===== src/rtl/io_confirm_ctrl_pkg.sv =====
// Shared definitions for the minisys IO confirm path: widths and FSM encodings.
package io_confirm_ctrl_pkg;

    localparam int ISA_WIDTH    = 32;
    localparam int SW_WIDTH_DEF = 16;

    // Switch-read handshake states
    typedef enum logic [1:0] {
        IDLE         = 2'd0,
        WAIT_PRESS   = 2'd1,
        CAPTURE      = 2'd2,
        WAIT_RELEASE = 2'd3
    } io_state_e;

endpackage


===== src/rtl/io_confirm_ctrl_btn_debounce.sv =====
// Confirm-button conditioning: 2-flop synchronizer, stable-level debounce, rise pulse.
module btn_debounce #(
    parameter int DEBOUNCE_CYCLES = 1000000,
    parameter int CNT_W           = 20
) (
    input  logic clk,
    input  logic rst,
    input  logic btn_raw,
    output logic btn_level,
    output logic btn_rise
);

    logic             sync1, sync2;
    logic [CNT_W-1:0] cnt;

    // Two-stage synchronizer for the asynchronous button pin
    always_ff @(posedge clk or negedge rst) begin
        if (!rst) begin
            sync1 <= 1'b0;
            sync2 <= 1'b0;
        end else begin
            sync1 <= btn_raw;
            sync2 <= sync1;
        end
    end

    // Level only flips after DEBOUNCE_CYCLES consecutive disagreeing samples;
    // btn_rise is raised on the same edge the level goes high.
    always_ff @(posedge clk or negedge rst) begin
        if (!rst) begin
            cnt       <= '0;
            btn_level <= 1'b0;
            btn_rise  <= 1'b0;
        end else begin
            btn_rise <= 1'b0;
            if (sync2 == btn_level) begin
                cnt <= '0;
            end else if (cnt == CNT_W'(DEBOUNCE_CYCLES - 1)) begin
                cnt       <= '0;
                btn_level <= ~btn_level;
                btn_rise  <= ~btn_level;
            end else begin
                cnt <= cnt + 1'b1;
            end
        end
    end

endmodule


===== src/rtl/io_confirm_ctrl.sv =====
// Holds the CPU on a switch read until the confirm button is pressed, then
// captures the switches and releases the CPU for exactly one read.
module io_confirm_ctrl
    import io_confirm_ctrl_pkg::*;
#(
    parameter int DEBOUNCE_CYCLES = 1000000,
    parameter int CNT_W           = 20,
    parameter int SW_WIDTH        = SW_WIDTH_DEF
) (
    input  logic                clk,
    input  logic                rst,
    input  logic                io_read_req,
    input  logic [SW_WIDTH-1:0] switches,
    input  logic                comfirm_button,
    output logic                stall,
    output logic [SW_WIDTH-1:0] io_rdata,
    output logic                io_valid,
    output logic                waiting
);

    io_state_e           state, next_state;
    logic [SW_WIDTH-1:0] sw_sync1, sw_sync2;
    logic                btn_level, btn_rise;
    logic                capture;

    btn_debounce #(
        .DEBOUNCE_CYCLES (DEBOUNCE_CYCLES),
        .CNT_W           (CNT_W)
    ) u_debounce (
        .clk       (clk),
        .rst       (rst),
        .btn_raw   (comfirm_button),
        .btn_level (btn_level),
        .btn_rise  (btn_rise)
    );

    // Two-stage synchronizer for the asynchronous switch bank
    always_ff @(posedge clk or negedge rst) begin
        if (!rst) begin
            sw_sync1 <= '0;
            sw_sync2 <= '0;
        end else begin
            sw_sync1 <= switches;
            sw_sync2 <= sw_sync1;
        end
    end

    // State register
    always_ff @(posedge clk or negedge rst) begin
        if (!rst) state <= IDLE;
        else      state <= next_state;
    end

    // Captured read data; held until the next press is accepted
    always_ff @(posedge clk or negedge rst) begin
        if (!rst)         io_rdata <= '0;
        else if (capture) io_rdata <= sw_sync2;
    end

    // Next-state and handshake outputs. A withdrawn request beats a
    // simultaneous press, and a button already down at request time must be
    // released first so one press never serves two reads.
    always_comb begin
        next_state = state;
        stall      = 1'b0;
        waiting    = 1'b0;
        io_valid   = 1'b0;
        capture    = 1'b0;
        unique case (state)
            IDLE: begin
                stall = io_read_req;
                if (io_read_req) next_state = btn_level ? WAIT_RELEASE : WAIT_PRESS;
            end
            WAIT_PRESS: begin
                stall   = 1'b1;
                waiting = 1'b1;
                if (!io_read_req) begin
                    next_state = IDLE;
                end else if (btn_rise) begin
                    next_state = CAPTURE;
                    capture    = 1'b1;
                end
            end
            CAPTURE: begin
                io_valid   = 1'b1;
                next_state = WAIT_RELEASE;
            end
            WAIT_RELEASE: begin
                stall = io_read_req;
                if (!btn_level) next_state = IDLE;
            end
            default: next_state = IDLE;
        endcase
    end

endmodule


===== config.mk =====
export PLATFORM = sky130hd
export DESIGN_NAME = io_confirm_ctrl
export DESIGN_NICKNAME = d
export VERILOG_FILES = /design/src/rtl/io_confirm_ctrl_pkg.sv /design/src/rtl/io_confirm_ctrl_btn_debounce.sv /design/src/rtl/io_confirm_ctrl.sv
export SDC_FILE = /design/constraint.sdc
export NUM_CORES = 1
export LEC_CHECK = 0
export BUFFER_PORTS_ARGS = -buffer_cell sky130_fd_sc_hd__buf_2
export CAP_MARGIN = 40
export CORE_UTILIZATION = 55
export DETAILED_ROUTE_END_ITERATION = 8
export GPL_TIMING_DRIVEN = 0
export PLACE_DENSITY_LB_ADDON = 0.3
export SLEW_MARGIN = 20
export SYNTH_ARGS = -nofsm -noshare
export SYNTH_HDL_FRONTEND = slang
export SYNTH_SLANG_ARGS = --single-unit

===== constraint.sdc =====
create_clock -name clk -period 2.6 [get_ports clk]
set_input_delay 0.26 -clock clk [delete_from_list [all_inputs] [get_ports clk]]
set_output_delay 0.26 -clock clk [all_outputs]
set_load 0.01 [all_outputs]

# After elaboration in Yosys (flattened, before gate mapping)
# Cells that the tools add are included.
[totals]
output_inout_bits = 19
in_bits = 20
word_cells = 40
register_bits = 74
[op_classes]
n_eq_ne = 8
n_mux = 16
add_sub_neg = 1
bitwise_logic = 2
n_reduce_logical = 4
[op_table]
columns = ["op", "n"]
rows = [
  ["two-way mux 20 bit", 2],
  ["adder 20 x 1 -> 20 bit, second input constant", 1],
  ["equality test 20 bit, second input constant", 1],
  ["two-way mux 2 bit", 5],
  ["one-hot mux 2 bit (4 select lines)", 1],
  ["two-way mux 1 bit", 7],
  ["equality test 2 bit, second input constant", 2],
  ["inequality test 2 bit, second input constant", 2],
  ["inequality test 3 x 2 -> 1 bit, second input constant", 1],
  ["AND reduction 3 bit", 1],
  ["equality test 2 x 1 -> 1 bit, second input constant", 1],
  ["zero test 2 bit", 1],
  ["inverter 1 bit", 2],
  ["one-hot mux 1 bit (2 select lines)", 1],
  ["AND reduction 2 bit", 1],
  ["OR reduction 2 bit", 1],
  ["equality test 1 bit", 1],
]

# Longest topological paths before layout
[depth]
depth_word = 3
mapped_depth = 6
ltp_nobuf = 6

# Cells and area by module
# From an unflattened synthesis, not the netlist that was laid out.
[unflattened]
hier_cells = 203
hier_area_um2 = 2735.1
[by_module_without_submodules]
columns = ["mod", "seq_area_each_um2", "area_each_um2", "cells_each", "n_inst"]
rows = [
  ["io_confirm_ctrl", 1251.2, 1599.0, 87, 1],
  ["btn_debounce", 600.6, 1136.1, 116, 1],
]

# Least setup slack after synthesis
# No wires, ideal clock.
[synth_path]
kind = "register to register"
start = "reg state[1]"
end = "reg io_rdata[10]"
synth_period_minus_slack_ps = 1772
path_stages_with_launch = 6
required_ps = 2475
t_arrival_ps = 1647
setup_time_ps = 125
slack_ps = 828
path_buffers = 1
path_cell_list = "dfrtp_1 inv_1 ha_1 nand3_1 clkbuf_1 mux2_2"
[synth_between]
elab_chain_cells = 2
[synth_rtl]
columns = ["item", "line", "source"]
rows = [
  ["from (decl)", "io_confirm_ctrl.sv:21", "io_state_e state, next_state;"],
  ["from (signal assigned)", "io_confirm_ctrl.sv:51", "else state <= next_state;"],
  ["equality test 2 x 1 -> 1 bit", "io_confirm_ctrl.sv:69", "unique case (state)"],
  ["two-way mux 1 bit", "io_confirm_ctrl.sv:69", ""],
  ["to (signal assigned)", "io_confirm_ctrl.sv:57", "else if (capture) io_rdata <= sw_sync2;"],
  ["to (decl)", "io_confirm_ctrl.sv:16", "output logic [SW_WIDTH-1:0] io_rdata,"],
]
# Every way passes these cells.
# A chain may end at the register's enable or synchronous reset.

# Worst setup path in the final report
[layout_path]
start = "reg u_debounce.cnt[16]"
end = "reg u_debounce.cnt[14]"
[layout_between]
elab_chain_cells = 3
[layout_rtl]
columns = ["item", "line", "source"]
rows = [
  ["from (decl)", "io_confirm_ctrl_btn_debounce.sv:14", "logic [CNT_W-1:0] cnt;"],
  ["from (signal assigned)", "io_confirm_ctrl_btn_debounce.sv:43", "cnt <= cnt + 1'b1;"],
  ["equality test 20 bit", "io_confirm_ctrl_btn_debounce.sv:38", "end else if (cnt == CNT_W'(DEBOUNCE_CYCLES - 1)) begin"],
  ["two-way mux 20 bit", "io_confirm_ctrl_btn_debounce.sv:38", ""],
  ["two-way mux 20 bit", "io_confirm_ctrl_btn_debounce.sv:36", "if (sync2 == btn_level) begin"],
]
# Every way passes these cells.

==> run metrics <==
Post CTS Setup Buffer Count=0; DR WL/cell=between 10 and 15 um; clock buffer depth=2; main flop type after synthesis=dfrtp_1; Final Util=67.7%; ys async rst share=100%; Die Y=just over 70 um; Crit. End Element=register; Placer Congestion=0.819; fin nets=276; # diodes=0; largest net degree at the start of global routing=approximately 50; DRC violations left=0; Core Region=0.00475 sq mm; Area growth, synth to finish=18.2%; Cell variety after synth=31; Routed WL=~4600 um; first-pass GRT wire length=8070 um; clk_lat worst skew=0.34 ns; Root Driver=clkbuf_8; Net Count, Synth=~220; initial core utilization=57.3%; max-cap violations=0; Post-synth EDFFs=0; most frequent cells after synthesis=dfrtp_1 (74), mux2_2 (16), nor2_1 (16); hold buffer count at cts=1; row count=25; die area=0.00524 sq mm; TritonCTS buffer count=9; Period minus WS final=just over 2 ns; vias=1,662; skew final=0.00901 ns; CP max FO=10; Sum Neg Setup Slack=0 ns; Worst EP required=roughly 2.8 ns; Max Slew Vio Count=0; Syn Std Cell Area=approximately 0.0027 sq mm; global route total overflow=0; IO Pins=39; fmax=~480 MHz; I/O Buffers=38; clk slew on worst S/H paths=around 0.070 ns; relative slew slack=58.4%; unrepaired setup endpoints after global routing=no; status=completed; Worst Path Arrival=roughly 2.3 ns; crit path kind=register to register; PwrDens=689 mW/mm^2; Final period util=79.7%; H-tree levels=3; post-route ant nets=0; Hold WC Path Type=input pin to register; gr usage total=21.3%; register area share after synthesis=68.0%; synth top area cells=dfrtp_1 (68%), mux2_2 (6.6%), ha_1 (2.8%); area leader, netlist=dfrtp_1; area fraction of the dominant cell type after synthesis=just under 70%; Die X-Extent=72.4 um; proportion of layout cells with a drive suffix above 1=between 20% and 30%; initial antenna violation count=0; most common cell in the netlist=dfrtp_1; final hold viol count=0; TritonCTS clock tree=done; Post-Syn Area per Cell=13.8 sq um; DRT Pass-1 Iters=4; Seq cells post-synth=74; final-layout fill cell count=roughly 370; CP Launch Type=register; Initial DRC Count=75; final setup fails=0; Post-Synthesis Cells=198; r2r setup slk=~0.53 ns; vias in the first global route=1,751; Static Leak=1.56 nW; overall power=around 0.0022 W; post-CTS sizing=0; VDD IR max=470 uV; vias per inst=5.16; DP HPWL=around 3100 um; Tightest Pin Transition=0.621 ns; Yosys Warn Count=0; CTS Sinks=74
## stage by stage
step / hold WS, ns / area [sq um] / instances / setup WS (ns)
4_1_cts: 0.00477 / 3210 / 321 / 0.498
5_1_grt: 0.00164 / 3220 / 322 / 0.347
2_1_floorplan: -0.0356 / 2720 / 198 / 0.828
3_5_place_dp: 0.201 / 3030 / 304 / 0.530
3_3_place_gp: 0.332 / 3000 / 303 / 0.576
6_report: 0.0228 / 3220 / 322 / 0.527
## layout by cell type, fill, tap and decap left out, drive strengths merged
cell         instances
nor3b                1
nand3                7
o31ai                4
buf                 41
dlygate4sd3          2
nor4                 2
and3                 2
xor2                 6
o41ai                1
a21oi                7
or3                  4
or4                  5
mux2                17
clkbuf              13
o221ai               1
nor2                16
and4bb               1
and4                 2
nand2               12
clkinv               2
nor3                 2
xnor2                7
or2                  1
nor4b                1
ha                   6
o21ai                4
dfrtp               74
nand4                3
inv                  9
clkinvlp             1
a22o                 1
## sequential cells by signal (all words and copies together), names as in the netlist
register	cells
io_rdata	16
state	2
sw_sync1	16
sw_sync2	16
u_debounce.btn_level	1
u_debounce.btn_rise	1
u_debounce.cnt	20
u_debounce.sync1	1
u_debounce.sync2	1
## path summary, 6_finish.rpt
kind / cells after the start / start / end
min in group asynchronous: 2 / rst / io_rdata[3]$_DFFE_PN0P_
hold reg to reg: 0 / sw_sync1[12]$_DFF_PN0_ / sw_sync2[12]$_DFF_PN0_
hold / removal: 1 / switches[9] / sw_sync1[9]$_DFF_PN0_
setup reg to reg: 5 / u_debounce.cnt[16]$_DFF_PN0_ / u_debounce.cnt[14]$_DFF_PN0_
setup / recovery: 5 / u_debounce.cnt[16]$_DFF_PN0_ / u_debounce.cnt[14]$_DFF_PN0_
max in group asynchronous: 3 / rst / u_debounce.cnt[15]$_DFF_PN0_
## power breakdown
group          internal (W)  switching, W
clock              0.000373      0.000389
combinational     0.0000959      0.000135
sequential          0.00120     0.0000282
## cell families after synthesis
group | count (synthesis) | synth area share (%)
xor+xnor | 13 | 4.18
fa+ha+maj | 6 | 2.76
flops | 74 | 68.0
simple gates | 59 | 11.6
mux | 17 | 7.03
compound gates | 18 | 4.78
buf+inv | 11 | 1.61
## final cells by class
type	instances	area [sq um]	share of cell area, %
Clock inverter	4	26.3	0.816
Clock buffer	12	145	4.51
Multi-Input combinational cell	113	827	25.7
Buffer	3	13.8	0.428
Tap cell	67	83.8	2.60
Timing Repair Buffer	41	240	7.46
Sequential cell	74	1850	57.5
Inverter	8	30.0	0.933
## metal layers
| metal | vias up | global-route usage (%) | part of all wire [%] |
|---|---|---|---|
| met1 | 823 | 26.4 | 43 |
| met2 | 39 | 34.6 | 51 |
| met3 | 12 | 5.83 | 3.5 |
| met5 | - | 0 | 0 |
| li1 | 788 | - | - |
| met4 | 0 | 10.9 | 2.4 |
## critical path, stage by stage (launching register included)
cell and delay (ns):
dfrtp_1 0.41, nand3_1 0.16, or3_1 0.44, o41ai_4 0.53, buf_2 0.34, nor2_1 0.08
(Power assumes the default switching activity.)
